===== src/rtl/core_pkg.sv =====
// Shared definitions for the RV32I core pipeline control: state encoding,
// register index width and the bundle of per-stage enable/flush controls.
package core_pkg;

   localparam int          REG_IDX_W = 5;
   localparam logic [31:0] NOP_INSTR = 32'h00000013;

   localparam logic [1:0] ST_RUN   = 2'd0;
   localparam logic [1:0] ST_MD    = 2'd1;
   localparam logic [1:0] ST_FLUSH = 2'd2;

   typedef enum logic [1:0] {
      S_RUN   = ST_RUN,
      S_MD    = ST_MD,
      S_FLUSH = ST_FLUSH
   } state_t;

   // First field is the MSB, so the packed value reads pc_we..ex_mem_flush.
   typedef struct packed {
      logic pc_we;
      logic pc_sel_redirect;
      logic if_id_we;
      logic if_id_flush;
      logic id_ex_we;
      logic id_ex_flush;
      logic ex_mem_we;
      logic ex_mem_flush;
   } pipe_ctl_t;

   localparam pipe_ctl_t CTL_NONE     = pipe_ctl_t'(8'b0000_0000);
   localparam pipe_ctl_t CTL_RUN      = pipe_ctl_t'(8'b1010_1010);
   localparam pipe_ctl_t CTL_LOAD_USE = pipe_ctl_t'(8'b0000_1110);
   localparam pipe_ctl_t CTL_REDIRECT = pipe_ctl_t'(8'b1111_1110);
   localparam pipe_ctl_t CTL_FLUSH    = pipe_ctl_t'(8'b1011_1010);
   localparam pipe_ctl_t CTL_MD_STALL = pipe_ctl_t'(8'b0000_0011);

endpackage


===== src/rtl/hazard_detect.sv =====
// Combinational load-use comparator: flags an ID instruction that reads the
// destination of a load still sitting in EX.
module hazard_detect
   import core_pkg::*;
(
   input  logic [REG_IDX_W-1:0] id_rs1,
   input  logic [REG_IDX_W-1:0] id_rs2,
   input  logic                 id_use_rs1,
   input  logic                 id_use_rs2,
   input  logic [REG_IDX_W-1:0] ex_rd,
   input  logic                 ex_mem_read,
   output logic                 load_use
);

   logic [REG_IDX_W-1:0] src_idx [2];
   logic [1:0]           src_use;
   logic [1:0]           src_hit;

   assign src_idx[0] = id_rs1;
   assign src_idx[1] = id_rs2;
   assign src_use    = {id_use_rs2, id_use_rs1};

   generate
      for (genvar gi = 0; gi < 2; gi++) begin : g_src
         assign src_hit[gi] = src_use[gi] && (src_idx[gi] == ex_rd);
      end
   endgenerate

   // x0 is hardwired to zero, so a load into it never creates a dependency.
   assign load_use = ex_mem_read && (ex_rd != '0) && (|src_hit);

endmodule


===== src/rtl/pipe_hazard_ctrl.sv =====
// Pipeline sequencer: priority mux of freeze/redirect/mul-div/load-use controls,
// post-redirect flush window, mul/div watchdog and stall-cycle counter.
module pipe_hazard_ctrl
   import core_pkg::*;
#(
   parameter int FLUSH_CYCLES  = 2,
   parameter int MD_MAX_CYCLES = 64,
   parameter int CNT_W         = 32
) (
   input  logic                 i_clk,
   input  logic                 i_reset,
   input  logic [REG_IDX_W-1:0] i_id_rs1,
   input  logic [REG_IDX_W-1:0] i_id_rs2,
   input  logic                 i_id_use_rs1,
   input  logic                 i_id_use_rs2,
   input  logic [REG_IDX_W-1:0] i_ex_rd,
   input  logic                 i_ex_mem_read,
   input  logic                 i_ex_redirect,
   input  logic                 i_ex_md_start,
   input  logic                 i_md_done,
   input  logic                 i_dmem_stall,
   output logic                 o_pc_we,
   output logic                 o_pc_sel_redirect,
   output logic                 o_if_id_we,
   output logic                 o_if_id_flush,
   output logic                 o_id_ex_we,
   output logic                 o_id_ex_flush,
   output logic                 o_ex_mem_we,
   output logic                 o_ex_mem_flush,
   output logic                 o_md_timeout,
   output logic [CNT_W-1:0]     o_stall_cycles
);

   localparam int                FCNT_W      = 3;
   localparam int                MD_W        = $clog2(MD_MAX_CYCLES + 1);
   localparam logic [FCNT_W-1:0] FCNT_RELOAD = FCNT_W'(FLUSH_CYCLES - 1);
   localparam logic [MD_W-1:0]   MD_LIMIT    = MD_W'(MD_MAX_CYCLES);
   localparam logic [MD_W-1:0]   MD_LAST     = MD_W'(MD_MAX_CYCLES - 1);

   state_t             state_reg, state_next;
   logic [FCNT_W-1:0]  fcnt_reg, fcnt_next;
   logic [MD_W-1:0]    mdcnt_reg, mdcnt_next;
   logic               timeout_reg, timeout_next;
   logic [CNT_W-1:0]   stall_cnt_reg, stall_cnt_next;
   pipe_ctl_t          ctl;
   logic               md_tick;
   logic               load_use;

   hazard_detect u_hazard_detect (
      .id_rs1      (i_id_rs1),
      .id_rs2      (i_id_rs2),
      .id_use_rs1  (i_id_use_rs1),
      .id_use_rs2  (i_id_use_rs2),
      .ex_rd       (i_ex_rd),
      .ex_mem_read (i_ex_mem_read),
      .load_use    (load_use)
   );

   always_ff @(posedge i_clk) begin
      if (i_reset) begin
         state_reg     <= S_RUN;
         fcnt_reg      <= '0;
         mdcnt_reg     <= '0;
         timeout_reg   <= 1'b0;
         stall_cnt_reg <= '0;
      end else begin
         state_reg     <= state_next;
         fcnt_reg      <= fcnt_next;
         mdcnt_reg     <= mdcnt_next;
         timeout_reg   <= timeout_next;
         stall_cnt_reg <= stall_cnt_next;
      end
   end

   always_comb begin
      state_next   = state_reg;
      fcnt_next    = fcnt_reg;
      mdcnt_next   = mdcnt_reg;
      timeout_next = timeout_reg;
      md_tick      = 1'b0;
      ctl          = CTL_NONE;

      if (i_reset || i_dmem_stall) begin
         ctl = CTL_NONE;
      end else if (state_reg == S_MD) begin
         // EX is frozen behind the mul/div, so a redirect seen here is stale.
         if (i_md_done) begin
            ctl        = CTL_RUN;
            state_next = S_RUN;
            mdcnt_next = '0;
         end else begin
            ctl     = CTL_MD_STALL;
            md_tick = 1'b1;
         end
      end else if (i_ex_redirect) begin
         ctl = CTL_REDIRECT;
         if (FLUSH_CYCLES > 1) begin
            state_next = S_FLUSH;
            fcnt_next  = FCNT_RELOAD;
         end else begin
            state_next = S_RUN;
         end
      end else if (state_reg == S_FLUSH) begin
         ctl       = CTL_FLUSH;
         fcnt_next = fcnt_reg - FCNT_W'(1);
         if (fcnt_reg == FCNT_W'(1)) begin
            state_next = S_RUN;
         end
      end else if (i_ex_md_start && !i_md_done) begin
         ctl        = CTL_MD_STALL;
         state_next = S_MD;
         md_tick    = 1'b1;
      end else if (load_use) begin
         ctl = CTL_LOAD_USE;
      end else begin
         ctl = CTL_RUN;
      end

      // Watchdog saturates at the limit; the timeout flag stays set until reset.
      if (md_tick) begin
         if (mdcnt_reg != MD_LIMIT) begin
            mdcnt_next = mdcnt_reg + MD_W'(1);
         end
         if (mdcnt_reg >= MD_LAST) begin
            timeout_next = 1'b1;
         end
      end
   end

   always_comb begin
      stall_cnt_next = stall_cnt_reg;
      if (!ctl.pc_we && (stall_cnt_reg != '1)) begin
         stall_cnt_next = stall_cnt_reg + CNT_W'(1);
      end
   end

   assign o_pc_we           = ctl.pc_we;
   assign o_pc_sel_redirect = ctl.pc_sel_redirect;
   assign o_if_id_we        = ctl.if_id_we;
   assign o_if_id_flush     = ctl.if_id_flush;
   assign o_id_ex_we        = ctl.id_ex_we;
   assign o_id_ex_flush     = ctl.id_ex_flush;
   assign o_ex_mem_we       = ctl.ex_mem_we;
   assign o_ex_mem_flush    = ctl.ex_mem_flush;
   assign o_md_timeout      = timeout_reg;
   assign o_stall_cycles    = stall_cnt_reg;

endmodule


===== config.mk =====
export PLATFORM = sky130hd
export DESIGN_NAME = pipe_hazard_ctrl
export DESIGN_NICKNAME = d
export VERILOG_FILES = /design/src/rtl/core_pkg.sv /design/src/rtl/hazard_detect.sv /design/src/rtl/pipe_hazard_ctrl.sv
export SDC_FILE = /design/constraint.sdc
export NUM_CORES = 1
export LEC_CHECK = 0
export ABC_CLOCK_PERIOD_IN_PS = 4850
export CAP_MARGIN = 10
export CORE_MARGIN = 1.5
export CORE_UTILIZATION = 49
export DETAILED_ROUTE_END_ITERATION = 12
export PLACE_DENSITY_LB_ADDON = 0.08
export SYNTH_ARGS = -nofsm -noshare
export SYNTH_HDL_FRONTEND = slang
export SYNTH_SLANG_ARGS = --single-unit

===== constraint.sdc =====
create_clock -name i_clk -period 4.85 [get_ports i_clk]
set_input_delay 1.455 -clock i_clk [delete_from_list [all_inputs] [get_ports i_clk]]
set_output_delay 1.455 -clock i_clk [all_outputs]
set_load 0.02 [all_outputs]

## Word level (Yosys, flattened, before mapping)

Index checks and enable logic that the tools add are counted.

| storage, ports and cells | value |
|---|---|
| output and inout port bits | 41 |
| register bits after elaboration | 45 |
| word-level logic and storage cells | 62 |

| operators by class | value |
|---|---|
| multiplexer cells | 26 |
| reductions and logical operators | 16 |
| magnitude comparators | 1 |
| equality and inequality tests | 9 |
| $add $sub $neg | 3 |
| bitwise gates (word level) | 2 |

Operators by type and width:

| operator | count |
|---|---|
| $mux 8 | 7 |
| $mux 7 | 5 |
| $add 32x1->32 const B | 1 |
| $ne 32x32->1 const B | 1 |
| $mux 2 | 6 |
| $eq 5x5->1 | 2 |
| $add 7x1->7 const B | 1 |
| $ge 7x6->1 const B | 1 |
| $ne 7x7->1 const B | 1 |
| $logic_and 1x1->1 | 6 |
| $mux 1 | 6 |
| $mux 3 | 2 |
| $reduce_bool 5->1 | 1 |
| $ne 4x3->1 const B | 1 |
| $reduce_and 4->1 | 1 |
| $reduce_bool 4->1 | 1 |
| $eq 3x1->1 const B | 1 |
| $reduce_and 3->1 | 1 |
| $sub 3x1->3 const B | 1 |
| $eq 2x1->1 const B | 1 |
| $eq 2x2->1 const B | 1 |
| $logic_not 1->1 | 2 |
| $ne 2x2->1 const B | 1 |
| $not 1->1 | 2 |
| other kinds (4) | 4 |

## Logic depth before layout (Yosys ltp)

| logic depth | value |
|---|---|
| depth in word-level cells | 12 |
| gate-level depth with buffers | 9 |

## Hierarchy

A second synthesis with hierarchy kept.

| second synthesis, totals | value |
|---|---|
| cells, all modules | 336 |
| area total of the unflattened synthesis | 2854.0 um^2 |

By module, submodules not included:

| module | sequential area each (um^2) | cells an instance | area each (um^2) | times used |
|---|---|---|---|---|
| pipe_hazard_ctrl | 900.9 | 319 | 2720.1 | 1 |
| hazard_detect | 0.0 | 17 | 133.9 | 1 |

## Worst setup path before layout

No wires, ideal clock.

| path | value |
|---|---|
| path kind | input to output |
| from | input port i_dmem_stall |
| to | output port o_pc_we |
| stages | 5 |
| path slack | 164 ps |
| data required time | 3395 ps |
| data arrival time | 3231 ps |
| path through | or2_2 clkbuf_1 or3_2 a21oi_1 buf_4 |

| between the ends | value |
|---|---|
| word-level cells in the longest chain between the ends | 2 |

RTL lines:

| element | line | RTL |
|---|---|---|
| from (decl) | pipe_hazard_ctrl.sv:21 | `input logic i_dmem_stall,` |
| $logic_or 1x1->1 | pipe_hazard_ctrl.sv:83 | `if (i_reset \|\| i_dmem_stall) begin` |
| $mux 8 | pipe_hazard_ctrl.sv:83 |  |
| to (decl) | pipe_hazard_ctrl.sv:22 | `output logic o_pc_we,` |

No other way between the ends.

## Worst setup path after layout

| path | value |
|---|---|
| from | input port i_ex_redirect |
| to | output port o_if_id_we |

| between the ends | value |
|---|---|
| word-level cells in the longest chain between the ends | 3 |

RTL lines:

| element | line | RTL |
|---|---|---|
| from (decl) | pipe_hazard_ctrl.sv:18 | `input logic i_ex_redirect,` |
| $mux 8 | pipe_hazard_ctrl.sv:95 | `end else if (i_ex_redirect) begin` |
| $mux 8 | pipe_hazard_ctrl.sv:85 | `end else if (state_reg == S_MD) begin` |
| $mux 8 | pipe_hazard_ctrl.sv:83 |  |
| to (decl) | pipe_hazard_ctrl.sv:24 | `output logic o_if_id_we,` |

No other way between the ends.

==> flow_metrics.tcl <==
set metrics [dict create \
    ys_warn_count 0 \
    cts_buffers 5 \
    setup-violations-final 0 \
    grtUsageMet2 0.377 \
    power_leakage_nw 1.22 \
    fin_hold_ws_ns 0.446 \
    r2r.worst_path.cells 7 \
    dp_hpwl_um 4470 \
    die_w_um 75.8 \
    avgSynthCellArea_um2 7.94 \
    start_kind "primary input" \
    hold_viol 0 \
    synth-seq-area-share 0.347 \
    die_y_um 75.8 \
    antenna_found_initial 0 \
    cp.required_ns 3.39 \
    die_area_um2 5740 \
    grt_pass1_vias 2299 \
    ir_worst_vdd_mv 0.161 \
    ys_types 52 \
    via_count 2613 \
    syn_to_final_growth_pct 34.6 \
    synthesis.nets 356 \
    clk_pin_slew_worst_paths_ns 0.08 \
    wl_um 6150 \
    skew_ns 0.00604 \
    power.density_nw_per_um2 226 \
    arrival_ns 3.30 \
    ys_ff_latch 45 \
    gr-usage-met3 0.0357 \
    cts_tree "yes" \
    io_pins 65 \
    avgRoutedWirePerCell_um 13.1 \
    max-cap-violations 0 \
    clkSinkCount 45 \
    hold_class "reg2reg" \
    synth_most_common_cell "dfxtp_1" \
    largest_reg_flops 32 \
    first_pass_iters 4 \
    grt_busiest_layer "met2" \
    viasPerCell 5.55 \
    period_share 0.981 \
    gp_congestion 0.876 \
    grt_pass1_wl_um 10500 \
    period_needed_ns 4.76 \
    synthTopCellsByArea "dfxtp_1 (35%), a21oi_1 (7.5%), or3_1 (6.0%)" \
    yosysTopAreaCell "dfxtp_1" \
    status "completed" \
    netlist_area_um2 2600 \
    finalSetupTns_ns 0 \
    endpoint_kind "output port" \
    dr.first_iter.drc_count 148 \
    htreeDepth 2 \
    critPathKind "in2out" \
    layout.nets 429 \
    cts_setup_buffers 0 \
    route.detailed.drc 0 \
    fmax_mhz 210 \
    ant_nets 0 \
    drive_gt1_frac 0.132 \
    tightest_slew_ns 0.969 \
    rows 26 \
    grt_usage 0.230 \
    grt_max_degree 47 \
    syn_inst 327 \
    slew_headroom 0.352 \
    cts-root-buf "clkbuf_8" \
    insertedDiodeCount 0 \
    rsz0062_at_grt "no" \
    grt_overflow_total 0 \
    initial_core_util 0.508 \
    critPathMaxFanout 4 \
    cts_buffer_depth 2 \
    port_buffers 64 \
    hold_depth 2 \
    synth_common_cells "dfxtp_1 (45), a21oi_1 (39), o21ai_0 (29)" \
    grt_use_met1 0.320 \
    synthArstFlopShare 0 \
    synth_edf_count 0 \
    clk_latency_ns 0.29 \
    yosys_most_used_dff "dfxtp_1" \
    slew_viol_final 0 \
    synth_top_cell_area_share 0.347 \
    core_area_um2 5110 \
]
[worst max-delay path, stage by stage]
cell and delay [ns]:
clkdlybuf4s50_1 0.49, nand2b_1 0.19, a211oi_1 0.10, or3_2 0.47
a21oi_1 0.14, buf_4 0.14, dlygate4sd2_1 0.32
[final cells by class]
class                   instances  area, um^2
fillers                       462        1610
multi-input cells             248        1540
flip-flops and latches         45         901
repair buffers                 84         788
well taps                      70        87.6
clock buffers                   7        86.3
inverters                      16        60.1
clock inverters                 1        30.0
[cells by family (layout without fill, tap and decap cells)]
kind of cell,Yosys count,after routing,share of synthesized area
AO/OA/AOI/OAI,86,86,0.188
XOR/XNOR,14,14,0.0472
adder cells (fa/ha/maj),6,6,0.0280
buffers and inverters,34,108,0.0622
flip-flops,45,45,0.347
multiplexers,7,7,0.0289
AND/OR/NAND/NOR,135,135,0.299
[power by group]
group          internal [mW]  leakage, nW  switching (mW)
registers              0.375        0.363         0.00744
logic                 0.0574        0.798          0.0572
clock network          0.168       0.0585           0.123
total                  0.601         1.22           0.187
[path summary, 6_finish.rpt]
| check | slack (ns) | start | endpoint |
|---|---|---|---|
| setup / recovery | 0.09 | i_ex_redirect | o_if_id_we |
| hold / removal | 0.45 | o_md_timeout | o_md_timeout |
| setup reg to reg | 2.16 | state_reg[1] | o_stall_cycles[29] |
| hold reg to reg | 0.45 | o_md_timeout | o_md_timeout |
[layer usage]
metal | part of all wire | vias up
li1 | - | 1334
met1 | 0.49 | 1219
met2 | 0.47 | 56
met3 | 0.034 | 4
met4 | 0.0068 | 0
met5 | 0 | -
[layout by cell type, fill, tap and decap left out, drive strengths merged, types with 2 or more instances in the layout]
master	n
a211oi	3
a21oi	39
and2	4
and3	7
and4	5
buf	20
clkbuf	7
clkdlybuf4s50	59
dfxtp	45
dlygate4sd2	4
ha	5
inv	16
mux2	4
mux2i	3
nand2	23
nand2b	2
nand3	14
nand4	11
nor2	17
nor2b	2
nor3	7
nor4	2
o211ai	2
o21ai	29
o31a	2
o31ai	5
or3	29
or4	7
xnor2	11
xor2	3
[per-stage QoR]
stage | setup WS (ns) | instances | instance area, um^2 | utilization | power [mW]
after global placement | -0.152 | 463 | 3370 | 0.660 | 0.505
after CTS | 0.0406 | 471 | 3490 | 0.683 | 0.796
after global routing | 0.00978 | 471 | 3490 | 0.684 | 0.823
after floorplan | 0.164 | 327 | 2600 | - | 0.452
final | 0.0908 | 471 | 3490 | 0.684 | 0.788
after detailed placement | -0.166 | 463 | 3370 | 0.660 | 0.506
[timing repair]
item                                    CTS  global route
cloned                                    0             0
endpoints found under the setup margin    5             1
hold endpoints to repair                  0             0
gates resized for setup                   5             1
hold buffers                              0             0
Note: power is estimated with default switching activity, not from simulation.
